--- src/rtl/kbd_hid_pkg.sv ---
// Shared constants, types and slot helpers for the HID boot-report keyboard decoder.
// Used by kbd_hid_rpt_cap and kbd_hid_decode.
package kbd_hid_pkg;

    localparam int RPT_LEN = 8;
    localparam int N_SLOTS = RPT_LEN - 2;

    localparam logic [7:0] BRK_PREFIX  = 8'hF0;
    localparam logic [7:0] MOD_BASE    = 8'hE0;
    localparam logic [7:0] KC_ROLLOVER = 8'h01;
    localparam logic [7:0] KC_NONE     = 8'h00;

    // Byte 0 = modifiers, byte 1 = reserved, bytes 2..7 = keycode slots.
    typedef logic [RPT_LEN-1:0][7:0] rpt_t;

    typedef enum logic [2:0] {
        ST_IDLE     = 3'd0,
        ST_MOD      = 3'd1,
        ST_BRK      = 3'd2,
        ST_BRK_CODE = 3'd3,
        ST_MAKE     = 3'd4,
        ST_DONE     = 3'd5
    } eng_state_t;

    typedef struct packed {
        eng_state_t st;
        logic [2:0] idx;
    } step_t;

    function automatic logic [7:0] slot_code(rpt_t r, logic [2:0] j);
        logic [2:0] s;
        s = j + 3'd2;
        return r[s];
    endfunction

    function automatic logic in_slots(rpt_t r, logic [7:0] kc);
        logic hit;
        hit = 1'b0;
        for (int m = 0; m < N_SLOTS; m++) begin
            if (slot_code(r, 3'(m)) == kc) hit = 1'b1;
        end
        return hit;
    endfunction

    // True when kc already appears in a slot below j, so only its first occurrence reports.
    function automatic logic dup_below(rpt_t r, logic [2:0] j, logic [7:0] kc);
        logic hit;
        hit = 1'b0;
        for (int m = 0; m < N_SLOTS; m++) begin
            if ((3'(m) < j) && (slot_code(r, 3'(m)) == kc)) hit = 1'b1;
        end
        return hit;
    endfunction

    function automatic step_t step_after(eng_state_t st, logic [2:0] idx);
        step_t s;
        s.st  = st;
        s.idx = idx + 3'd1;
        case (st)
            ST_MOD: begin
                if (idx == 3'd7) begin
                    s.st  = ST_BRK;
                    s.idx = 3'd0;
                end
            end
            ST_BRK: begin
                if (idx == 3'(N_SLOTS - 1)) begin
                    s.st  = ST_MAKE;
                    s.idx = 3'd0;
                end
            end
            ST_MAKE: begin
                if (idx == 3'(N_SLOTS - 1)) begin
                    s.st  = ST_DONE;
                    s.idx = 3'd0;
                end
            end
            default: begin
                s.st  = ST_IDLE;
                s.idx = 3'd0;
            end
        endcase
        return s;
    endfunction

endpackage

--- src/rtl/kbd_hid_rpt_cap.sv ---
// Report capture: byte counter, capture buffer, pending flag and drop/error pulses.
// The buffer is stable whenever pending is set; take clears pending in the same cycle it is read.
module kbd_hid_rpt_cap
    import kbd_hid_pkg::*;
(
    input  logic       clk,
    input  logic       rst,
    input  logic [7:0] rpt_data,
    input  logic       rpt_first,
    input  logic       rpt_stb,
    input  logic       take,
    output rpt_t       rpt_buf,
    output logic       pending,
    output logic       rpt_drop,
    output logic       rpt_err
);

    localparam logic [3:0] CNT_FULL = 4'(RPT_LEN);
    localparam logic [3:0] CNT_LAST = 4'(RPT_LEN - 1);

    // Bytes stored in the current report: 0 = no capture open, CNT_FULL = complete.
    logic [3:0] cnt;

    always_ff @(posedge clk) begin
        if (rst) begin
            cnt      <= 4'd0;
            rpt_buf  <= '0;
            pending  <= 1'b0;
            rpt_drop <= 1'b0;
            rpt_err  <= 1'b0;
        end else begin
            rpt_drop <= 1'b0;
            rpt_err  <= 1'b0;
            if (take) pending <= 1'b0;

            if (rpt_stb && rpt_first) begin
                rpt_buf[0] <= rpt_data;
                cnt        <= 4'd1;
                if (cnt != 4'd0 && cnt != CNT_FULL) rpt_err <= 1'b1;
                if (pending && !take) rpt_drop <= 1'b1;
                pending    <= 1'b0;
            end else if (rpt_stb && cnt != 4'd0 && cnt != CNT_FULL) begin
                rpt_buf[cnt[2:0]] <= rpt_data;
                cnt               <= cnt + 4'd1;
                if (cnt == CNT_LAST) begin
                    if (pending && !take) rpt_drop <= 1'b1;
                    pending <= 1'b1;
                end
            end
        end
    end

endmodule

--- src/rtl/kbd_hid_decode.sv ---
// HID boot-report to make/break event stream decoder (diff engine; capture in kbd_hid_rpt_cap).
// Optional build macro KBD_HID_ROLLOVER_FILTER_EN: reports carrying ErrorRollOver are discarded.
module kbd_hid_decode
    import kbd_hid_pkg::*;
(
    input  logic       clk,
    input  logic       rst,
    input  logic [7:0] rpt_data,
    input  logic       rpt_first,
    input  logic       rpt_stb,
    output logic [7:0] evt_data,
    output logic       evt_stb,
    output logic       rpt_drop,
    output logic       rpt_err,
    output logic       busy,
    output eng_state_t dbg_state
);

    // Streams are strobe-only: rpt_stb/evt_stb mark one valid byte per cycle, no ready/backpressure.
    rpt_t       cap_buf;
    rpt_t       old_r;
    rpt_t       new_r;
    logic       pending;
    logic       take;
    logic       skip_rpt;
    eng_state_t state;
    eng_state_t ret_st;
    logic [2:0] idx;
    logic [7:0] brk_code;

    step_t      nxt;
    logic [7:0] cur_code;
    logic       do_brk;
    logic       do_make;

    assign take      = (state == ST_IDLE) && pending;
    assign dbg_state = state;

`ifdef KBD_HID_ROLLOVER_FILTER_EN
    assign skip_rpt = in_slots(cap_buf, KC_ROLLOVER);
`else
    assign skip_rpt = 1'b0;
`endif

    kbd_hid_rpt_cap u_cap (
        .clk      (clk),
        .rst      (rst),
        .rpt_data (rpt_data),
        .rpt_first(rpt_first),
        .rpt_stb  (rpt_stb),
        .take     (take),
        .rpt_buf  (cap_buf),
        .pending  (pending),
        .rpt_drop (rpt_drop),
        .rpt_err  (rpt_err)
    );

    always_comb begin
        nxt      = step_after(state, idx);
        cur_code = KC_NONE;
        do_brk   = 1'b0;
        do_make  = 1'b0;
        case (state)
            ST_MOD: begin
                cur_code = MOD_BASE | {5'd0, idx};
                do_brk   = old_r[0][idx] & ~new_r[0][idx];
                do_make  = ~old_r[0][idx] & new_r[0][idx];
            end
            ST_BRK: begin
                cur_code = slot_code(old_r, idx);
                do_brk   = (cur_code != KC_NONE) && !in_slots(new_r, cur_code)
                           && !dup_below(old_r, idx, cur_code);
            end
            ST_MAKE: begin
                cur_code = slot_code(new_r, idx);
                do_make  = (cur_code != KC_NONE) && !in_slots(old_r, cur_code)
                           && !dup_below(new_r, idx, cur_code);
            end
            default: ;
        endcase
    end

    always_ff @(posedge clk) begin
        if (rst) begin
            state    <= ST_IDLE;
            ret_st   <= ST_IDLE;
            idx      <= 3'd0;
            brk_code <= KC_NONE;
            old_r    <= '0;
            new_r    <= '0;
            evt_data <= 8'h00;
            evt_stb  <= 1'b0;
            busy     <= 1'b0;
        end else begin
            evt_stb <= 1'b0;
            case (state)
                ST_IDLE: begin
                    if (pending) begin
                        new_r <= cap_buf;
                        idx   <= 3'd0;
                        if (skip_rpt) begin
                            busy <= 1'b0;
                        end else begin
                            state <= ST_MOD;
                            busy  <= 1'b1;
                        end
                    end
                end
                ST_MOD, ST_BRK, ST_MAKE: begin
                    idx <= nxt.idx;
                    if (do_brk) begin
                        // Prefix now, keycode next cycle, then resume at the following step.
                        evt_data <= BRK_PREFIX;
                        evt_stb  <= 1'b1;
                        brk_code <= cur_code;
                        ret_st   <= nxt.st;
                        state    <= ST_BRK_CODE;
                    end else begin
                        if (do_make) begin
                            evt_data <= cur_code;
                            evt_stb  <= 1'b1;
                        end
                        state <= nxt.st;
                    end
                end
                ST_BRK_CODE: begin
                    evt_data <= brk_code;
                    evt_stb  <= 1'b1;
                    state    <= ret_st;
                end
                ST_DONE: begin
                    old_r <= new_r;
                    state <= ST_IDLE;
                    busy  <= 1'b0;
                end
                default: begin
                    state <= ST_IDLE;
                    busy  <= 1'b0;
                end
            endcase
        end
    end

endmodule
--- config.mk ---
export PLATFORM = sky130hd
export DESIGN_NAME = kbd_hid_decode
export DESIGN_NICKNAME = d
export VERILOG_FILES = /design/src/rtl/kbd_hid_pkg.sv /design/src/rtl/kbd_hid_rpt_cap.sv /design/src/rtl/kbd_hid_decode.sv
export SDC_FILE = /design/constraint.sdc
export NUM_CORES = 1
export LEC_CHECK = 0
export CORE_MARGIN = 4
export CORE_UTILIZATION = 25
export DETAILED_ROUTE_END_ITERATION = 10
export GPL_TIMING_DRIVEN = 0
export PLACE_DENSITY = 0.44
export SETUP_SLACK_MARGIN = 0.02
export SYNTH_ARGS = -nofsm -noshare
export SYNTH_HDL_FRONTEND = slang
export SYNTH_SLANG_ARGS = --single-unit
--- constraint.sdc ---
create_clock -name clk -period 9.25 [get_ports clk]
set_input_delay 1.85 -clock clk [delete_from_list [all_inputs] [get_ports clk]]
set_output_delay 1.85 -clock clk [all_outputs]
set_load 0.05 [all_outputs]
==> impl_results.md, run 1 <==
* Initial Utilization at 25.43%
* Mapped Area at between 10,000 and 15,000 um2
* Max H-tree Level at 1
* Static leakage at between 4 and 5 nW
* Final Max Slew Viols at 0
* First-pass GRT wire length at just over 70,000 um
* Synth top area share at a little under two fifths
* Post_cts resized at 0
* Final Skew at 23.98 ps
* Root Buffer: clkbuf_16
* ANT cells at 0
* First-pass DRT Iterations at 5
* RSZ-0062 raised after global routing: no
* Async S/R FF share, synth at 0%
* Clk sink count at 226
* Die area at around 52,000 um2
* Worst Path Arrival at between 5000 and 6000 ps
* Fin crit share at around three fifths
* Total setup buffers inserted after CTS at 0
* Yosys warning total at 0
* Final setup viols at 0
* Final Total Pwr at 0.002123 W
* Post-route setup slack at 3733 ps
* CTS tree: done
* FP Rows at 80
* CP max FO at 10
* Routed wire per std cell at about 23 um
* Fin util at between 20% and 30%
* Worst-path clk slew at ~60 ps
* Setup TNS at 0 ps
* Synthesized net count at between 1,000 and 1,500
* Number of global-route vias before repair at around 10,000
* Layout cells sized above 1 at 7.521%
* Detailed-route vias per instance at approximately 5
* Clock Latency Late Sink at between 500 and 600 ps
* Status: finished clean
* Syn Area/Cell at between 8 and 9 um2
* Cell taking the most area after synthesis: dfxtp_1
* Area Growth Syn to Fin at 15.15%
* Post-synthesis sequential area ratio at 37.10%
* Die W at ~230 um
* Peak supply drop at between 0.1 and 0.15 mV
* Post-Syn Instances at ~1,500
* Minimum clock period at ~5500 ps
* Hold Vio Cnt, Final at 0
* CTS Hold Buffers Added at 0
* Total congestion overflow at 0
* Routed Antenna Nets at 0
* Max cap viols at 0
* Final WL at slightly below 50,000 um
* Vias at between 10,000 and 15,000
* Pin count of the biggest net entering global routing at 15
* Total track usage at about 18%
* Fmax at about 0.18 GHz
* Iteration-0 DRC Markers at ~930
* Critical path capture point type: register
* Place WS at 3776 ps
* TritonCTS buffer count at 27
* Crit path required time at roughly 9700 ps
* Core area at 47,950 um2
* CP startpoint kind: register
* Worst hold path class: reg2reg
* Ranking of synthesized cells by area: dfxtp_1, xnor2_1, nand2_1
* CTS max path bufs at 3
* Synth Flop Type: dfxtp_1
* Yosys cell types at 70
* HPWL after DPL at about 38,000 um
* Max-slew headroom at around 29%
* Initial antenna violation count at 0
* Routability Congestion at 0.9480
* Port Buf Inserts at 17
* Number of remaining DRC errors at 0
* Power density over cell area at ~150 nW/um2
* Slew @ Worst Pin at between 1000 and 1500 ps
* # IOs at 27
* #FFs+latches synth at about 230
* Fin nets at between 1,500 and 2,000
* Die Span Y at about 230 um
* Post-synth EDFFs at 0
* WS Path Type: reg2reg
## power breakdown
| group | internal (W) | switching (W) |
|---|---|---|
| logic | 0.0000108 | 0.0000378 |
| clock network | 0.000661 | 0.000434 |
| registers | 0.000977 | 0.00000202 |
| total | 0.00165 | 0.000474 |
## critical path, cell delays in order, from the launching register on
cell and delay (ps):
dfxtp_1 430, buf_6 230, buf_8 190, buf_8 190, inv_2 140, ha_1 480
buf_4 280, buf_2 300, mux2_2 370, o2bb2ai_1 230, nor2_2 330, buf_4 350
xnor2_1 90, a2111oi_0 790, nand2_1 140, nand4_1 190, o21ai_1 230, o221ai_1 270
o32ai_1 100
## stage by stage
stage               instances  hold WS (ps)  cell area, um2
global route             2144         461.1           14040
CTS                      2144         448.8           14040
floorplan                1465         431.1           12190
global placement         2097         443.7           13130
detailed placement       2097         445.6           13130
finish                   2144         446.9           14040
## routing by layer
metal	vias to the layer above	global-route usage (%)	share of wire, %
li1	5147	-	-
met1	5192	25.73	47
met2	341	29.46	45
met3	89	2.555	5.2
met4	0	5.268	3.3
met5	-	0	0
## Yosys cell counts (3+ instances only)
master	n
a21oi_1	161
nand4b_1	5
a31oi_1	3
ha_1	8
buf_2	14
mux2i_1	98
or2_2	3
nor2b_1	6
xnor2_1	128
mux4_2	15
nand4_1	21
nor3_1	52
a211oi_1	3
o22a_1	6
nand2_1	286
nor2_1	91
clkbuf_1	71
buf_1	4
nor4_1	15
mux2_2	8
o21ai_0	20
o32ai_1	3
nand2b_1	8
a32oi_1	4
nand3_1	24
a22oi_1	5
xor2_1	49
and2_1	7
o2bb2ai_1	6
dfxtp_1	226
o221ai_1	4
nand2_2	4
or3_1	8
o31ai_1	3
and3_1	7
inv_2	3
o211ai_1	3
buf_4	12
o21ai_1	8
o22ai_1	13
inv_1	9
## cell families (layout without fill, tap and decap cells)
family / count (synthesis) / in the layout / share of synthesized area (%)
and+or+nand+nor: 547 / 547 / 19.79
AOI/OAI and AO/OA: 265 / 265 / 13.08
DFF: 226 / 226 / 37.10
xor gates and xnor gates: 177 / 177 / 12.71
muxes: 124 / 124 / 12.04
buffers and inverters: 118 / 182 / 4.453
adders and majority gates: 8 / 8 / 0.8209
## area by class of cell
type	instances	area, um2
clock inverter	9	141.4
inverter	13	48.80
clock buffer	38	767.0
timing repair buffer	17	170.2
buffer	105	494.2
fill	5171	33900
sequential	226	4524
tap	615	769.5
multi-input combinational	1121	7127
## flip-flops by register name (all words and copies together), names as in the netlist
register	flops
u_cap.rpt_err	1
ret_st	3
new_r	64
u_cap.cnt	4
u_cap.pending	1
old_r	64
brk_code	8
evt_data	8
idx	3
busy	1
u_cap.rpt_drop	1
dbg_state	3
u_cap.rpt_buf	64
evt_stb	1
## placed cells by master, fill, tap and decap left out, drive strengths merged, types with 15 or more instances in the layout
| cell type | instances |
|---|---|
| a21oi | 161 |
| o21ai | 29 |
| xor2 | 49 |
| nor4 | 16 |
| clkbuf | 109 |
| mux4 | 15 |
| nand2 | 290 |
| nand3 | 24 |
| dfxtp | 226 |
| mux2i | 101 |
| nor2 | 93 |
| clkdlybuf4s50 | 17 |
| nor3 | 52 |
| nand4 | 21 |
| xnor2 | 128 |
| buf | 34 |
## final timing paths
path,startpoint,endpoint,slack (ps),depth (start not counted)
max reg2reg,idx[1],evt_data[5],3730,18
min reg2reg,u_cap.rpt_buf[31],new_r[31],450,2
min,u_cap.rpt_buf[31],new_r[31],450,2
max,idx[1],evt_data[5],3730,18
No activity file was read; power rests on OpenSTA's default activity.
==> run 2: changes to the inputs <==
--- a/config.mk
+++ b/config.mk
@@ -9,7 +9,7 @@
 export CORE_UTILIZATION = 25
 export DETAILED_ROUTE_END_ITERATION = 10
 export GPL_TIMING_DRIVEN = 0
-export PLACE_DENSITY = 0.44
+export PLACE_DENSITY = 0.45
 export SETUP_SLACK_MARGIN = 0.02
 export SYNTH_ARGS = -nofsm -noshare
 export SYNTH_HDL_FRONTEND = slang
==> constraint.sdc (replaced) <==
create_clock -name clk -period 5 [get_ports clk]
set_input_delay 1 -clock clk [delete_from_list [all_inputs] [get_ports clk]]
set_output_delay 1 -clock clk [all_outputs]
set_load 0.05 [all_outputs]
==> run 2 against run 1 <==
  * Register-to-register slack got worse by 3600 ps
  * Highest routed layer unchanged
  * Clock power rose by 66%
  * Clock skew fell by 9.2 ps
  * Via count rose by 1.7%
  * Core utilization rose by 0.094 points
  * Largest power group unchanged
  * Global-route usage fell by 0.18 points
  * Combinational power rose by 86%
==> impl_results.md, run 2 (synthesis results as in run 1) <==
* Detailed-route vias per instance at 5.108 (+1.7%)
* Place WS at -479.1 ps (-4255 ps)
* Worst hold stages at 2 (unchanged)
* Minimum clock period at 4840 ps (-677.8 ps)
* Critical path capture point type: register
* Status: finished clean
* Crit path required time at 5420 ps (-4260 ps)
* Hold Vio Cnt, Final at 0 (unchanged)
* Post-route setup slack at 160.5 ps (-3572 ps)
* CTS tree: done
* Worst Path Arrival at 5260 ps (-680 ps)
* Design Area, Final at 14,090 um2 (+0.32%)
* Slew @ Worst Pin at 1036 ps (-27.19 ps)
* CP startpoint kind: register
* Die Span Y at 228.9 um (unchanged)
* # IOs at 27 (unchanged)
* Max H-tree Level at 1 (unchanged)
* Min-delay src: u_cap.rpt_buf[55]
* R2R setup slack at 160 ps (-3570 ps)
* Commonest non-fill, non-tap cell in the layout: nand2_1
* Crit path cell chain: buf_6 > buf_8 > buf_8 > inv_2 > ha_4 > buf_6 > nor2b_1 > a22oi_1 > nand2_1 > buf_2 > xnor2_1 > nor3_1 > nand4_1 > nand4_1 > or4_1 > buf_2 > buf_4 > a21oi_1 > nor3_1
* CP max FO at 10 (unchanged)
* Initial Utilization at 25.43% (unchanged)
* Reg2reg end: brk_code[7]
* FP Rows at 80 (unchanged)
* Port Buf Inserts at 17 (unchanged)
* Critical Path Max Stage Delay at 540 ps (-250 ps)
* Initial antenna violation count at 0 (unchanged)
* Max cap viols at 0 (unchanged)
* Iteration-0 DRC Markers at 818 (-12%)
* Multi-input gate area at 7209 um2 (+1.2%)
* FILL cells at 5,137 (-0.66%)
* Worst-path clk slew at 70 ps (about the same)
* Highest routed layer: met4
* Static leakage at 4.706 nW (-0.27%)
* Layout cells sized above 1 at 8.371% (+0.85 points)
* Placed Area at 13,130 um2 (unchanged)
* Root Buffer: clkbuf_16
* WS Path Type: reg2reg
* Final WL at 48,960 um (-1.2%)
* Met1 Wirelength at 22,410 um (-3.1%)
* Reg-to-reg startpoint: idx[1]
* Die W at 228.9 um (unchanged)
* Fmax at 0.2066 GHz (+14%)
* Vias at 10,950 (+1.7%)
* Total track usage at 18.16% (-0.18 points)
* Fin crit share at 96.79% (+37 points)
* Pin count of the biggest net entering global routing at 15 (unchanged)
* Final Max Slew Viols at 0 (unchanged)
* Top flop regs: new_r (64), old_r (64), u_cap.rpt_buf (64)
* Max-slew headroom at 30.46% (+1.8 points)
* Total congestion overflow at 0 (unchanged)
* Core area at 47,950 um2 (unchanged)
* Peak supply drop at 0.2334 mV (+82%)
* CTS max path bufs at 3 (unchanged)
* Die area at 52,370 um2 (unchanged)
* DR WL met2 at 21,680 um (-2.4%)
* TritonCTS buffer count at 26 (-3.7%)
* Power density over cell area at 265.0 nW/um2 (+75%)
* Hold Path Sink: new_r[55]
* Worst hold path class: reg2reg
* First-pass DRT Iterations at 5 (unchanged)
* Routed Antenna Nets at 0 (unchanged)
* Met3 wire len at 2564 um (-1.2%)
* Final setup viols at 0 (unchanged)
* Routability Congestion at 0.9591 (+1.2%)
* Clock Latency Late Sink at 570 ps (about the same)
* CTS Hold Buffers Added at 0 (unchanged)
* Commonest non-fill, non-tap cells in the layout: nand2_1, dfxtp_1, a21oi_1, xnor2_1, mux2i_1
* Number of remaining DRC errors at 0 (unchanged)
* Register area at 4524 um2 (unchanged)
* Area Growth Syn to Fin at 15.52%
* Routed wire per std cell at 22.83 um (-1.2%)
* Fin nets at 1,534 (+0.20%)
* HPWL after DPL at 37,070 um (-1.6%)
* RSZ-0062 raised after global routing: no
* Worst r2r path cells at 19 (+1)
* Final Skew at 14.80 ps (-9.180 ps)
* CP max-delay cell: or4_1
* Number of global-route vias before repair at 10,610 (+2.0%)
* ANT cells at 0 (unchanged)
* First-pass GRT wire length at 71,800 um (-0.61%)
* Clk sink count at 226 (unchanged)
## run 2: critical path, delay by kind of cell, from the launching register on
family          cells  cell delay [ps]
buf+inv             8             1790
simple gates        7             1650
flops               1              450
fa+ha+maj           1              320
compound gates      2              270
xor+xnor            1              170
## run 2: report_power, final
group | switching (W) | internal, W | leakage, nW
logic | 0.0000707 | 0.0000200 | 2.50
registers | 0.00000383 | 0.00181 | 1.82
clock network | 0.000817 | 0.00102 | 0.388
total | 0.000891 | 0.00284 | 4.71
## run 2: layer usage
layer / track usage, % / up-vias
met5: 0 / -
met4: 7.607 / 0
met3: 2.642 / 97
met2: 28.23 / 356
met1: 25.21 / 5349
li1: - / 5149
## run 2: how the worst max path moves through the flow
stage                       from           to  cells past startpoint
after floorplan           idx[1]  evt_data[4]                     16
after global placement    idx[1]  evt_data[6]                     18
after detailed placement  idx[1]  evt_data[6]                     18
after CTS                 idx[1]  evt_data[6]                     18
after global routing      idx[1]  brk_code[7]                     20
final                     idx[1]  brk_code[7]                     19
## run 2: layout make-up
class / instances / area share (%)
multi-input combinational: 1121 / 51.18
timing repair buffer: 21 / 1.421
clock inverter: 10 / 0.6395
sequential: 226 / 32.12
tap: 615 / 5.462
buffer: 105 / 3.748
inverter: 13 / 0.3464
clock buffer: 33 / 5.089
## run 2: stage by stage
step	utilization (%)	hold slack [ps]	std cells	power [W]	setup TNS, ps
finish	29.38	452.1	2144	0.003733	0
floorplan	-	431.1	1465	0.001904	0
detailed placement	27.39	444.1	2097	0.001942	-8471
global placement	27.39	443.3	2097	0.001941	-8561
global route	29.38	465.5	2144	0.003862	0
CTS	29.30	454.6	2144	0.003781	0
## run 2: timing repair
action / in CTS / in global routing
setup buffers: 4 / 0
pin swaps: 4 / 2
gates resized for setup: 17 / 10
endpoints found under the setup margin: 23 / 23
